===== src/rtl/dreg_arb_pkg.sv =====
// dreg_arb_pkg
//   Shared definitions for the round-robin D-register write arbiter:
//   FSM state encoding and the pointer/owner width helper.
package dreg_arb_pkg;

    typedef enum logic [1:0] {
        ST_IDLE  = 2'd0,
        ST_WRITE = 2'd1,
        ST_GAP   = 2'd2
    } state_t;

    // Width of a requester index; never below one bit.
    function automatic int ptr_width(input int n);
        return (n > 1) ? $clog2(n) : 1;
    endfunction

endpackage


===== src/rtl/dreg_rr_arbiter_rr_pick.sv =====
// rr_pick
//   Combinational rotate-priority encoder. Returns the first set bit of
//   eff_req found scanning upward from ptr, wrapping modulo N_REQ.
//   Ports:
//     eff_req  in   N_REQ  candidate requests
//     ptr      in   PW     highest-priority index
//     winner   out  PW     selected index (0 when none)
//     any      out  1      at least one candidate set
module rr_pick
    import dreg_arb_pkg::*;
#(
    parameter int N_REQ = 4,
    parameter int PW    = ptr_width(N_REQ)
) (
    input  logic [N_REQ-1:0] eff_req,
    input  logic [PW-1:0]    ptr,
    output logic [PW-1:0]    winner,
    output logic             any
);

    function automatic logic [PW-1:0] wrap_add(input logic [PW-1:0] p, input int off);
        int s;
        s = int'(p) + off;
        if (s >= N_REQ) s = s - N_REQ;
        return PW'(s);
    endfunction

    // Scan from the farthest offset down so the nearest set bit wins.
    always_comb begin
        winner = '0;
        any    = 1'b0;
        for (int i = N_REQ - 1; i >= 0; i--) begin
            if (eff_req[wrap_add(ptr, i)]) begin
                winner = wrap_add(ptr, i);
                any    = 1'b1;
            end
        end
    end

endmodule


===== src/rtl/dreg_rr_arbiter.sv =====
// dreg_rr_arbiter
//   Round-robin arbiter and write sequencer owning a shared WIDTH-bit
//   D-register. One write per grant, optional GAP idle cycles after each.
//   Ports:
//     clk, rst_n    clock, asynchronous active-low reset
//     req           per-requester level request
//     data          flattened write data, requester i at [i*WIDTH +: WIDTH]
//     ack           one-cycle grant pulse, one-hot or zero
//     q             shared register contents
//     q_valid       set once any write has completed since reset
//     owner         index of the last writer
//     busy          high in WRITE or GAP state
//   Optional (macro DREG_ARB_STATS_EN):
//     write_cnt     saturating count of completed writes
//     conflict_cnt  saturating count of IDLE/WRITE cycles with >=2 candidates
module dreg_rr_arbiter
    import dreg_arb_pkg::*;
#(
    parameter int N_REQ = 4,
    parameter int WIDTH = 8,
    parameter int GAP   = 0,
    localparam int PW   = ptr_width(N_REQ)
) (
    input  logic                   clk,
    input  logic                   rst_n,
    input  logic [N_REQ-1:0]       req,
    input  logic [N_REQ*WIDTH-1:0] data,
    output logic [N_REQ-1:0]       ack,
    output logic [WIDTH-1:0]       q,
    output logic                   q_valid,
    output logic [PW-1:0]          owner,
    output logic                   busy
`ifdef DREG_ARB_STATS_EN
    ,
    output logic [15:0]            write_cnt,
    output logic [15:0]            conflict_cnt
`endif
);

    localparam logic [3:0] GAP_M1 = (GAP > 0) ? 4'(GAP - 1) : 4'd0;

    state_t             state_q, state_d;
    logic [3:0]         gap_cnt_q, gap_cnt_d;
    logic [PW-1:0]      ptr_q, ptr_d;
    logic [WIDTH-1:0]   q_q, q_d;
    logic [PW-1:0]      owner_q, owner_d;
    logic               q_valid_q, q_valid_d;
    logic [N_REQ-1:0]   ack_q, ack_d;

    logic [N_REQ-1:0]   eff_req;
    logic [PW-1:0]      winner;
    logic               any;
    logic               grant;

    // The requester being acknowledged this cycle is not eligible again yet.
    assign eff_req = req & ~ack_q;

    rr_pick #(.N_REQ(N_REQ), .PW(PW)) u_pick (
        .eff_req (eff_req),
        .ptr     (ptr_q),
        .winner  (winner),
        .any     (any)
    );

    // State register
    always_ff @(posedge clk or negedge rst_n) begin
        if (!rst_n) begin
            state_q   <= ST_IDLE;
            gap_cnt_q <= '0;
            ptr_q     <= '0;
            q_q       <= '0;
            owner_q   <= '0;
            q_valid_q <= 1'b0;
            ack_q     <= '0;
        end else begin
            state_q   <= state_d;
            gap_cnt_q <= gap_cnt_d;
            ptr_q     <= ptr_d;
            q_q       <= q_d;
            owner_q   <= owner_d;
            q_valid_q <= q_valid_d;
            ack_q     <= ack_d;
        end
    end

    // Next-state and write datapath
    always_comb begin
        state_d   = state_q;
        gap_cnt_d = gap_cnt_q;
        ptr_d     = ptr_q;
        q_d       = q_q;
        owner_d   = owner_q;
        q_valid_d = q_valid_q;
        ack_d     = '0;
        grant     = 1'b0;

        case (state_q)
            ST_IDLE: begin
                if (any) grant = 1'b1;
            end
            ST_WRITE: begin
                // Back-to-back grants only without a gap.
                if (GAP == 0 && any) grant = 1'b1;
                else                 state_d = ST_IDLE;
            end
            ST_GAP: begin
                if (gap_cnt_q == 4'd0) state_d = ST_IDLE;
                else                   gap_cnt_d = gap_cnt_q - 4'd1;
            end
            default: state_d = ST_IDLE;
        endcase

        if (grant) begin
            q_d           = data[int'(winner)*WIDTH +: WIDTH];
            owner_d       = winner;
            q_valid_d     = 1'b1;
            ack_d[winner] = 1'b1;
            ptr_d         = (winner == PW'(N_REQ - 1)) ? '0 : winner + 1'b1;
            if (GAP > 0) begin
                state_d   = ST_GAP;
                gap_cnt_d = GAP_M1;
            end else begin
                state_d   = ST_WRITE;
            end
        end
    end

    // Outputs
    always_comb begin
        busy = (state_q == ST_WRITE) || (state_q == ST_GAP);
    end

    assign ack     = ack_q;
    assign q       = q_q;
    assign q_valid = q_valid_q;
    assign owner   = owner_q;

`ifdef DREG_ARB_STATS_EN
    logic [15:0]      write_cnt_q, write_cnt_d;
    logic [15:0]      conflict_cnt_q, conflict_cnt_d;
    logic [N_REQ-1:0] rest_req;
    logic [PW-1:0]    unused_winner2;
    logic             multi;

    // A second candidate besides the winner means at least two were set.
    always_comb begin
        rest_req         = eff_req;
        rest_req[winner] = 1'b0;
    end

    rr_pick #(.N_REQ(N_REQ), .PW(PW)) u_pick2 (
        .eff_req (rest_req),
        .ptr     (ptr_q),
        .winner  (unused_winner2),
        .any     (multi)
    );

    always_comb begin
        write_cnt_d    = write_cnt_q;
        conflict_cnt_d = conflict_cnt_q;
        if (grant && write_cnt_q != 16'hFFFF)
            write_cnt_d = write_cnt_q + 16'd1;
        if (multi && (state_q == ST_IDLE || state_q == ST_WRITE) && conflict_cnt_q != 16'hFFFF)
            conflict_cnt_d = conflict_cnt_q + 16'd1;
    end

    always_ff @(posedge clk or negedge rst_n) begin
        if (!rst_n) begin
            write_cnt_q    <= '0;
            conflict_cnt_q <= '0;
        end else begin
            write_cnt_q    <= write_cnt_d;
            conflict_cnt_q <= conflict_cnt_d;
        end
    end

    assign write_cnt    = write_cnt_q;
    assign conflict_cnt = conflict_cnt_q;
`endif

endmodule


===== config.mk =====
export PLATFORM = sky130hd
export DESIGN_NAME = dreg_rr_arbiter
export DESIGN_NICKNAME = d
export VERILOG_FILES = /design/src/rtl/dreg_arb_pkg.sv /design/src/rtl/dreg_rr_arbiter_rr_pick.sv /design/src/rtl/dreg_rr_arbiter.sv
export SDC_FILE = /design/constraint.sdc
export NUM_CORES = 1
export LEC_CHECK = 0
export CORE_UTILIZATION = 36
export CTS_CLUSTER_DIAMETER = 40
export DETAILED_ROUTE_END_ITERATION = 7
export PLACE_DENSITY = 0.83
export SLEW_MARGIN = 30
export SYNTH_ARGS = -nofsm -noshare
export SYNTH_HDL_FRONTEND = slang
export SYNTH_SLANG_ARGS = --single-unit

===== constraint.sdc =====
create_clock -name clk -period 2 [get_ports clk]
set_input_delay 0.5 -clock clk [delete_from_list [all_inputs] [get_ports clk]]
set_output_delay 0.5 -clock clk [all_outputs]
set_load 0.01 [all_outputs]

== Word-level counts from Yosys, hierarchy flattened ==
Index checks and enable logic that the tools add are counted.

* Add/subtract/negate cells: 9
* Shift operators: 1
* Eq/ne operators: 6
* $lt $le $gt $ge: 10
* Bitwise logic cells: 3
* Muxes and demuxes: 30
* Reductions and logical operators: 7

{| class="wikitable"
|+ Operators with widths
! cell !! number
|-
| 32-bit by 6-bit indexed part select with 8-bit output || 1
|-
| 2-bit 2-to-1 mux || 12
|-
| 2-bit by 3-bit less-than comparator with 1-bit output, second input constant || 5
|-
| 1-bit 2-to-1 mux || 11
|-
| 3-bit greater-or-equal comparator, second input constant || 3
|-
| 1-bit binary-select mux with 2-bit select || 4
|-
| 2-bit by 1-bit subtractor with 2-bit output, second input constant || 4
|-
| 2-bit by 2-bit adder with 3-bit output, second input constant || 2
|-
| 3-bit != test, second input constant || 2
|-
| 2-bit one-hot mux with 3 select lines || 1
|-
| 4-bit AND || 1
|-
| 2-bit == test, second input constant || 2
|-
| 4-bit logical NOT || 1
|-
| 4-bit 2-to-1 mux || 1
|-
| 4-bit inverter || 1
|-
| 4-bit by 1-bit subtractor with 4-bit output, second input constant || 1
|-
| 2-bit by 1-bit adder with 3-bit output, second input constant || 1
|-
| 2-bit by 3-bit greater-or-equal comparator with 1-bit output, second input constant || 1
|-
| 3-bit AND reduction || 1
|-
| 2-bit by 1-bit adder with 2-bit output, second input constant || 1
|-
| 1-bit demux with 2-bit select || 1
|-
| 2-bit by 1-bit == test with 1-bit output, second input constant || 1
|-
| 2-bit by 1-bit greater-or-equal comparator with 1-bit output, second input constant || 1
|-
| 2-bit logical NOT || 1
|-
| 6 further kinds || 6
|}

* Input port bits: 38
* Word-level logic and storage cells: 73
* Output and inout bits: 16
* Flip-flop bits (word level): 23

== Logic depth before layout (Yosys ltp) ==
Gate-level depths: netlist (run 1).

* Word-level depth: 14
* Depth in mapped cells: 7
* Depth with buffers taken out: 6

== Hierarchy ==
From an unflattened synthesis (run 1), not the netlist that was laid out.

* Cells, all modules: 92
* Area, all modules: 1033.5 µm²

{| class="wikitable"
|+ Modules (own cells, without submodules)
! module !! sequential area each (µm²) !! cells an instance !! times used !! area each (µm²)
|-
| dreg_rr_arbiter || 450.4 || 79 || 1 || 955.9
|-
| rr_pick || 0.0 || 13 || 1 || 77.6
|}

== Worst setup path after synthesis (run 1) ==
Ideal clock, no wire load.

* Kind: input -> register
* Start: in req[1]
* End: reg ptr_q[1]
* Data arrival time: 1.961 ns
* Path buffers: 2
* Cell stages on the path: 7
* Setup slack: -0.086 ns
* Required time: 1.875 ns
* Library setup time: 0.125 ns
* Path through: nor2b_1 > buf_6 > o311ai_1 > nor2_4 > buf_6 > ha_1 > mux2_2

* Longest elaborated chain between the ends: 9
* Elaborated cells on any way between the ends: 22
* Those cells by class: add/sub (1); eq/ne (1); mux (19); bitwise (1)

{| class="wikitable"
|+ RTL lines
! element !! RTL line !! RTL
|-
| start, declared || dreg_rr_arbiter.sv:26 || <nowiki>input logic [N_REQ-1:0] req,</nowiki>
|-
| 4-bit AND * || dreg_rr_arbiter.sv:56 || <nowiki>assign eff_req = req & ~ack_q;</nowiki>
|-
| 1-bit binary-select mux with 2-bit select || dreg_rr_arbiter_rr_pick.sv:33 || <nowiki>if (eff_req[wrap_add(ptr, i)]) begin</nowiki>
|-
| 1-bit 2-to-1 mux (not written as such) || dreg_rr_arbiter_rr_pick.sv:33 ||
|-
| 2-bit 2-to-1 mux / 1-bit 2-to-1 mux (equally long branches) (4 in series) || dreg_rr_arbiter_rr_pick.sv:33 ||
|-
| 2-bit by 1-bit adder with 2-bit output, or another cell as far along || dreg_rr_arbiter.sv:118 || <nowiki>ptr_d = (winner == PW'(N_REQ - 1)) ? '0 : winner + 1'b1;</nowiki>
|-
| 2-bit 2-to-1 mux / 1-bit 2-to-1 mux (equally long branches) || - ||
|-
| end signal, assigned || dreg_rr_arbiter.sv:78 || <nowiki>ptr_q <= ptr_d;</nowiki>
|-
| end, declared || dreg_rr_arbiter.sv:44 || <nowiki>logic [PW-1:0] ptr_q, ptr_d;</nowiki>
|}

Every way passes the cells marked *; elsewhere a longest branch is shown, timed or not. The select of a mux whose other input is x is not followed.
A chain may end at the register's enable or synchronous reset.

== Final worst setup path (run 1) ==
* Start: in req[3]
* End: reg q_q[4] (netlist: q[4])

* Longest elaborated chain between the ends: 9
* Elaborated cells on any way between the ends: 20
* Those cells by class: shift (1); mux (18); bitwise (1)

{| class="wikitable"
|+ RTL lines
! element !! RTL line !! RTL
|-
| 4-bit AND * || dreg_rr_arbiter.sv:56 ||
|-
| branches (longest 8 deep; another with 32-bit by 6-bit indexed part select with 8-bit output) || - ||
|-
| end signal, assigned || dreg_rr_arbiter.sv:79 || <nowiki>q_q <= q_d;</nowiki>
|-
| end, declared || dreg_rr_arbiter.sv:45 || <nowiki>logic [WIDTH-1:0] q_q, q_d;</nowiki>
|}

Mark *: on every way between the ends. The select of a mux whose other input is x is not followed.

==> flow_metrics.env, run 1 <==
export IMPL_status="complete, but fails checks"
export IMPL_violations="design-rule violations"
export IMPL_cts_made_buffers=3
export IMPL_clkLatencyLatePin_ps=300
export IMPL_timing_fmax_ghz=0.5194
export IMPL_fillCellCount=214
export IMPL_cts_sinks=18
export IMPL_cp_start_kind="input pin"
export IMPL_rows=19
export IMPL_combPwrFrac_pct=67.7
export IMPL_fp_dieH_um=58.02
export IMPL_grt_util_all_layers_pct=21.72
export IMPL_synthFlopType="dfrtp_1"
export IMPL_worst_slack_ps=74.70
export IMPL_power_density_nw_per_um2=1398
export IMPL_route_detailed_drc=4
export IMPL_area_growth_pct=70.99
export IMPL_setup_viol=0
export IMPL_slew_headroom_pct=74.17
export IMPL_clkTransAtPathRegs_ps=100
export IMPL_critPathKind="in -> reg"
export IMPL_num_io_pins=54
export IMPL_mostFrequentLayoutCells="51 x clkdlybuf4s50_1, 18 x dfrtp_1, 16 x mux2i_1, 16 x buf_4"
export IMPL_leakagePower_uw=0.0008266
export IMPL_netlist_instances=101
export IMPL_hold_path_class="reg -> reg"
export IMPL_cp_end_kind="register"
export IMPL_grt_pass1_vias=1145
export IMPL_syn_num_nets=140
export IMPL_antenna_found_initial=0
export IMPL_synth_cell_type_count=34
export IMPL_dpl_hpwl_um=2575
export IMPL_viasPerCell=5.495
export IMPL_r2r_end="ptr_q[1]"
export IMPL_gp_congestion=0.8195
export IMPL_synth_async_reset_ratio_pct=100.0
export IMPL_slew_viol_final=0
export IMPL_core_um2=2853
export IMPL_wl_per_cell_um=16.71
export IMPL_finalNetCount=213
export IMPL_drtAntennaViolNets=0
export IMPL_reg2reg_slack_ps=190
export IMPL_die_x_um=58.02
export IMPL_yosysWarnings=0
export IMPL_post_route_period_util_pct=96.26
export IMPL_layout_commonest_cell="clkdlybuf4s50_1"
export IMPL_drive_above_1_share_pct=26.59
export IMPL_worst_pin_slew_ps=387.1
export IMPL_grt_pass1_wl_um=5444
export IMPL_vdd_drop_max_mv=0.5853
export IMPL_wirelength_um=3408
export IMPL_ys_seq_elements=18
export IMPL_critPathLaunch="req[3]"
export IMPL_postCtsHoldBufs=0
export IMPL_arrival_ps=2100
export IMPL_synth_edf_count=0
export IMPL_cts_tree="done"
export IMPL_portBuffers=53
export IMPL_fin_crit_ps=1925
export IMPL_intPower_uw=1658
export IMPL_start_util_pct=39.61
export IMPL_drt_pass1_iter_count=6
export IMPL_netSwitchingPower_uw=1042
export IMPL_power_frac_seq_pct=24.0
export IMPL_crit_path_end="q[4]"
export IMPL_initialDrtViolationCount=29
export IMPL_root_buffer="clkbuf_4"
export IMPL_via_count=1121
export IMPL_rsz0062_at_grt="false"
export IMPL_critPathRequiredTime_ps=2180
export IMPL_worst_clock_skew_ps=4.464
export IMPL_p_sw_share_pct=38.60
export IMPL_final_setup_tns_ps=0
export IMPL_htreeDepth=1
export IMPL_clkPwrFrac_pct=8.4
export IMPL_die_area_um2=3366
export IMPL_yosysSeqAreaShare_pct=39.87
export IMPL_hold_violations=0
export IMPL_synth_area_um2=1130
export IMPL_ff2ff_path_depth=5
export IMPL_drv_cap=0
export IMPL_path_max_fanout=8
export IMPL_overflow=0
export IMPL_place_ws_ps=-420.6
export IMPL_grt_max_degree=19
export IMPL_utilization_pct=67.72
export IMPL_syn_avg_cell_area_um2=11.19
export IMPL_clk_path_buf_depth=2
export IMPL_antenna_cells=0
export IMPL_crit_reg2reg_launch="ptr_q[1]"
==> kinds of logic (layout without fill, tap and decap cells) <==
family	Yosys count	after routing	share of synthesized area [%]
mux	17	17	15.17
compound gates	26	26	20.49
buf+inv	8	80	4.761
flops	18	18	39.87
simple gates	31	31	18.60
fa+ha+maj	1	1	1.107
==> critical path, cell delays in order <==
cell and delay (ps):
clkdlybuf4s50_1 440, and2b_2 250, o22ai_2 130, a211oi_4 270, buf_12 170, mux2i_1 200
o221ai_1 140
==> synth_stat cells (all sizes together), types with 2 or more instances <==
cell type   n  area share, %
a21oi       2           0.89
and2b       6            4.4
nor2b       4            2.2
nor3        2           0.89
nand2b      3            1.7
nor2        5            2.3
buf         4            3.3
dfrtp      18             40
nand2       4            1.3
o221ai      8            6.2
inv         3            1.0
nor3b       2            1.8
a22oi       8            5.3
mux2i      16             14
==> layer usage <==
layer	GRT usage, %	share of wire [%]	vias to the layer above
li1	-	-	529
met1	26.04	42	537
met2	37.44	49	46
met3	5.134	6.6	9
met4	8.844	2.1	0
met5	0	0	-
==> how the worst min path moves through the flow <==
| stage | start | end | slack, ps | cells after the start |
|---|---|---|---|---|
| floorplan | rst_n | ack[0] | 200 | 0 |
| global placement | q_valid | q_valid | 450 | 1 |
| detailed placement | q_valid | q_valid | 450 | 1 |
| CTS | q_valid | q_valid | 480 | 1 |
| global route | q_valid | q_valid | 490 | 1 |
| finish | q_valid | q_valid | 480 | 1 |
==> per-stage QoR <==
step | cell area [um^2] | total power (uW) | hold WS, ps | std cells
floorplan | 1137 | 1558 | 204.4 | 101
global placement | 1804 | 2246 | 453.0 | 197
detailed placement | 1804 | 2303 | 453.0 | 197
CTS | 1888 | 2617 | 479.2 | 204
global route | 1932 | 2859 | 494.5 | 204
finish | 1932 | 2701 | 476.2 | 204
==> what timing repair did <==
action / in CTS / in global routing
buffers inserted: 3 / 0
endpoints found under the setup margin: 9 / 10
resized for setup: 7 / 9
pin swaps: 0 / 5
==> cell type report <==
class | instances | area (um^2) | share of cell area (%)
Tap cell | 31 | 38.79 | 2.008
Multi-Input combinational cell | 75 | 689.4 | 35.69
Sequential cell | 18 | 450.4 | 23.32
Clock buffer | 4 | 36.28 | 1.878
Inverter | 3 | 11.26 | 0.5829
Timing Repair Buffer | 73 | 705.7 | 36.53
==> flip-flops by register name, summed over array words and instances (netlist names) <==
register  cells
owner         2
ack           4
ptr_q         2
q_valid       1
state_q       1
q             8
==> power groups by stage <==
stage	combinational, uW	sequential, uW	clock [uW]
global placement	1600	644	0
global route	1950	667	245
finish	1830	647	226
CTS	1740	646	228
floorplan	840	718	0
detailed placement	1660	645	0
No activity file was read; power rests on OpenSTA's default activity.
==> run 2: changes to the inputs <==
ABC_AREA = 1   (was unset)
CORE_UTILIZATION = 30   (was 36)
PLACE_DENSITY = 0.69   (was 0.83)
==> flow_metrics.env, run 2 <==
export IMPL_status="finished clean"
export IMPL_vdd_drop_max_mv=0.7175
export IMPL_synth_edf_count=0
export IMPL_antenna_found_initial=0
export IMPL_drt_pass1_iter_count=4
export IMPL_htreeDepth=1
export IMPL_layout_commonest_cell="nand2_1"
export IMPL_largest_reg_flops=8
export IMPL_syn_avg_cell_area_um2=6.804
export IMPL_wirelength_um=3404
export IMPL_critPathKind="reg -> reg"
export IMPL_synth_top_cell_area_share_pct=32.94
export IMPL_synth_async_reset_ratio_pct=100.0
export IMPL_start_util_pct=31.41
export IMPL_hold_violations=0
export IMPL_overflow=0
export IMPL_leakagePower_uw=0.001175
export IMPL_grt_pass1_vias=1385
export IMPL_via_count=1393
export IMPL_cts_tree="done"
export IMPL_synth_common_cells="58 x nand2_1, 41 x inv_1, 38 x nand3_1"
export IMPL_cts_sinks=18
export IMPL_fp_dieH_um=69.52
export IMPL_die_x_um=69.52
export IMPL_clkLatencyLatePin_ps=250
export IMPL_slew_viol_final=0
export IMPL_clk_path_buf_depth=2
export IMPL_root_buffer="clkbuf_8"
export IMPL_utilization_pct=49.77
export IMPL_finalNetCount=309
export IMPL_ys_seq_elements=18
export IMPL_yosysTopAreaCell="dfrtp_1"
export IMPL_hold_path_class="reg -> reg"
export IMPL_synth_area_um2=1368
export IMPL_worst_pin_slew_ps=229.0
export IMPL_gp_congestion=0.8262
export IMPL_power_density_nw_per_um2=1920
export IMPL_viasPerCell=4.340
export IMPL_post_synth_top_count_cell="nand2_1"
export IMPL_cp_end_kind="register"
export IMPL_mostFrequentLayoutCells="56 x nand2_1, 49 x clkdlybuf4s50_1, 41 x inv_1"
export IMPL_netlist_instances=201
export IMPL_antenna_cells=0
export IMPL_synth_cell_type_count=23
export IMPL_drv_cap=0
export IMPL_drive_above_1_share_pct=20.45
export IMPL_portBuffers=53
export IMPL_arrival_ps=1970
export IMPL_wl_per_cell_um=10.60
export IMPL_worst_slack_ps=176.1
export IMPL_post_route_period_util_pct=91.20
export IMPL_grt_pass1_wl_um=5885
export IMPL_syn_num_nets=240
export IMPL_yosysWarnings=0
export IMPL_synth_area_leaders="dfrtp_1 33%, nand2_1 16%, nand3_1 14%"
export IMPL_synthFlopType="dfrtp_1"
export IMPL_initialDrtViolationCount=34
export IMPL_worst_clock_skew_ps=2.816
export IMPL_rows=24
export IMPL_cts_made_buffers=3
export IMPL_place_ws_ps=-277.0
export IMPL_num_io_pins=54
export IMPL_path_max_fanout=8
export IMPL_rsz0062_at_grt="false"
export IMPL_postCtsHoldBufs=0
export IMPL_yosysSeqAreaShare_pct=32.94
export IMPL_grt_util_all_layers_pct=14.82
export IMPL_setup_viol=0
export IMPL_slew_headroom_pct=84.62
export IMPL_core_um2=4354
export IMPL_dpl_hpwl_um=2651
export IMPL_fin_crit_ps=1824
export IMPL_route_detailed_drc=0
export IMPL_critPathRequiredTime_ps=2150
export IMPL_area_growth_pct=58.46
export IMPL_drtAntennaViolNets=0
export IMPL_clkTransAtPathRegs_ps=70
export IMPL_die_area_um2=4832
export IMPL_grt_max_degree=19
export IMPL_cp_start_kind="register"
export IMPL_timing_fmax_ghz=0.5483
## run 2: logic make-up after synthesis
group | Yosys count | share of synthesized area, %
adders and majority gates | 1 | 0.9148
xor gates and xnor gates | 2 | 1.281
buffers and inverters | 53 | 17.20
and+or+nand+nor | 125 | 46.94
AOI/OAI and AO/OA | 2 | 0.7312
DFF | 18 | 32.94
## run 2: routing by layer
layer	vias to the layer above	global-route usage, %	share of wire, %	wire length [um]
met4	0	3.175	1.3	45
met1	611	18.76	45	1518
met2	38	25.78	49	1676
li1	740	-	-	-
met3	4	3.198	4.8	163
met5	-	0	0	0
## run 2: final cells by class
| class | instances | area (um^2) |
|---|---|---|
| Fill cell | 415 | 2187 |
| Timing Repair Buffer | 72 | 728.2 |
| Multi-Input combinational cell | 130 | 695.7 |
| Sequential cell | 18 | 451.7 |
| Inverter | 45 | 171.4 |
| Tap cell | 52 | 65.06 |
| Clock buffer | 4 | 55.05 |
## run 2: worst max-delay path, stage by stage, from the launching register on
cell	delay, ps
dfrtp_2	490
xnor2_1	260
nand2_2	90
nand2_1	80
inv_2	40
nand2_4	70
nand2_4	50
nand2_4	110
buf_4	160
nand3_1	70
nand3_1	80
nand2_1	90
nand2_1	70
nand2_1	50
## run 2: final timing paths
kind	from	end	slack (ps)	depth (start not counted)
max	ptr_q[0]	q[0]	180	13
min	q_valid	q_valid	470	1
max reg2reg	ptr_q[0]	q[0]	180	13
min reg2reg	q_valid	q_valid	470	1
max in group asynchronous	rst_n	ptr_q[0]	1210	2
min in group asynchronous	rst_n	ack[0]	580	2
## run 2: repair_timing
item                                    in CTS  in global routing
setup buffers                                0                  1
resized for setup                            1                  9
endpoints found under the setup margin       2                  9
pin swaps                                    1                  7
## run 2: stage by stage
stage / hold slack [ps] / cell area (um^2) / TNS, ps / cells / total power [uW]
2_1_floorplan: 204.4 / 1368 / 0 / 201 / 2640
3_3_place_gp: 458.3 / 2072 / -2432 / 316 / 3767
3_5_place_dp: 460.2 / 2072 / -2631 / 316 / 3796
4_1_cts: 476.0 / 2130 / 0 / 320 / 4116
5_1_grt: 497.6 / 2167 / 0 / 321 / 4613
6_report: 471.6 / 2167 / 0 / 321 / 4161
## run 2: report_power, final
group | internal, uW | leakage (uW) | switching [uW] | total (uW)
Combinational | 1500 | 0.000934 | 1680 | 3170
Sequential | 564 | 0.000212 | 129 | 692
Clock | 175 | 0.0000288 | 121 | 296
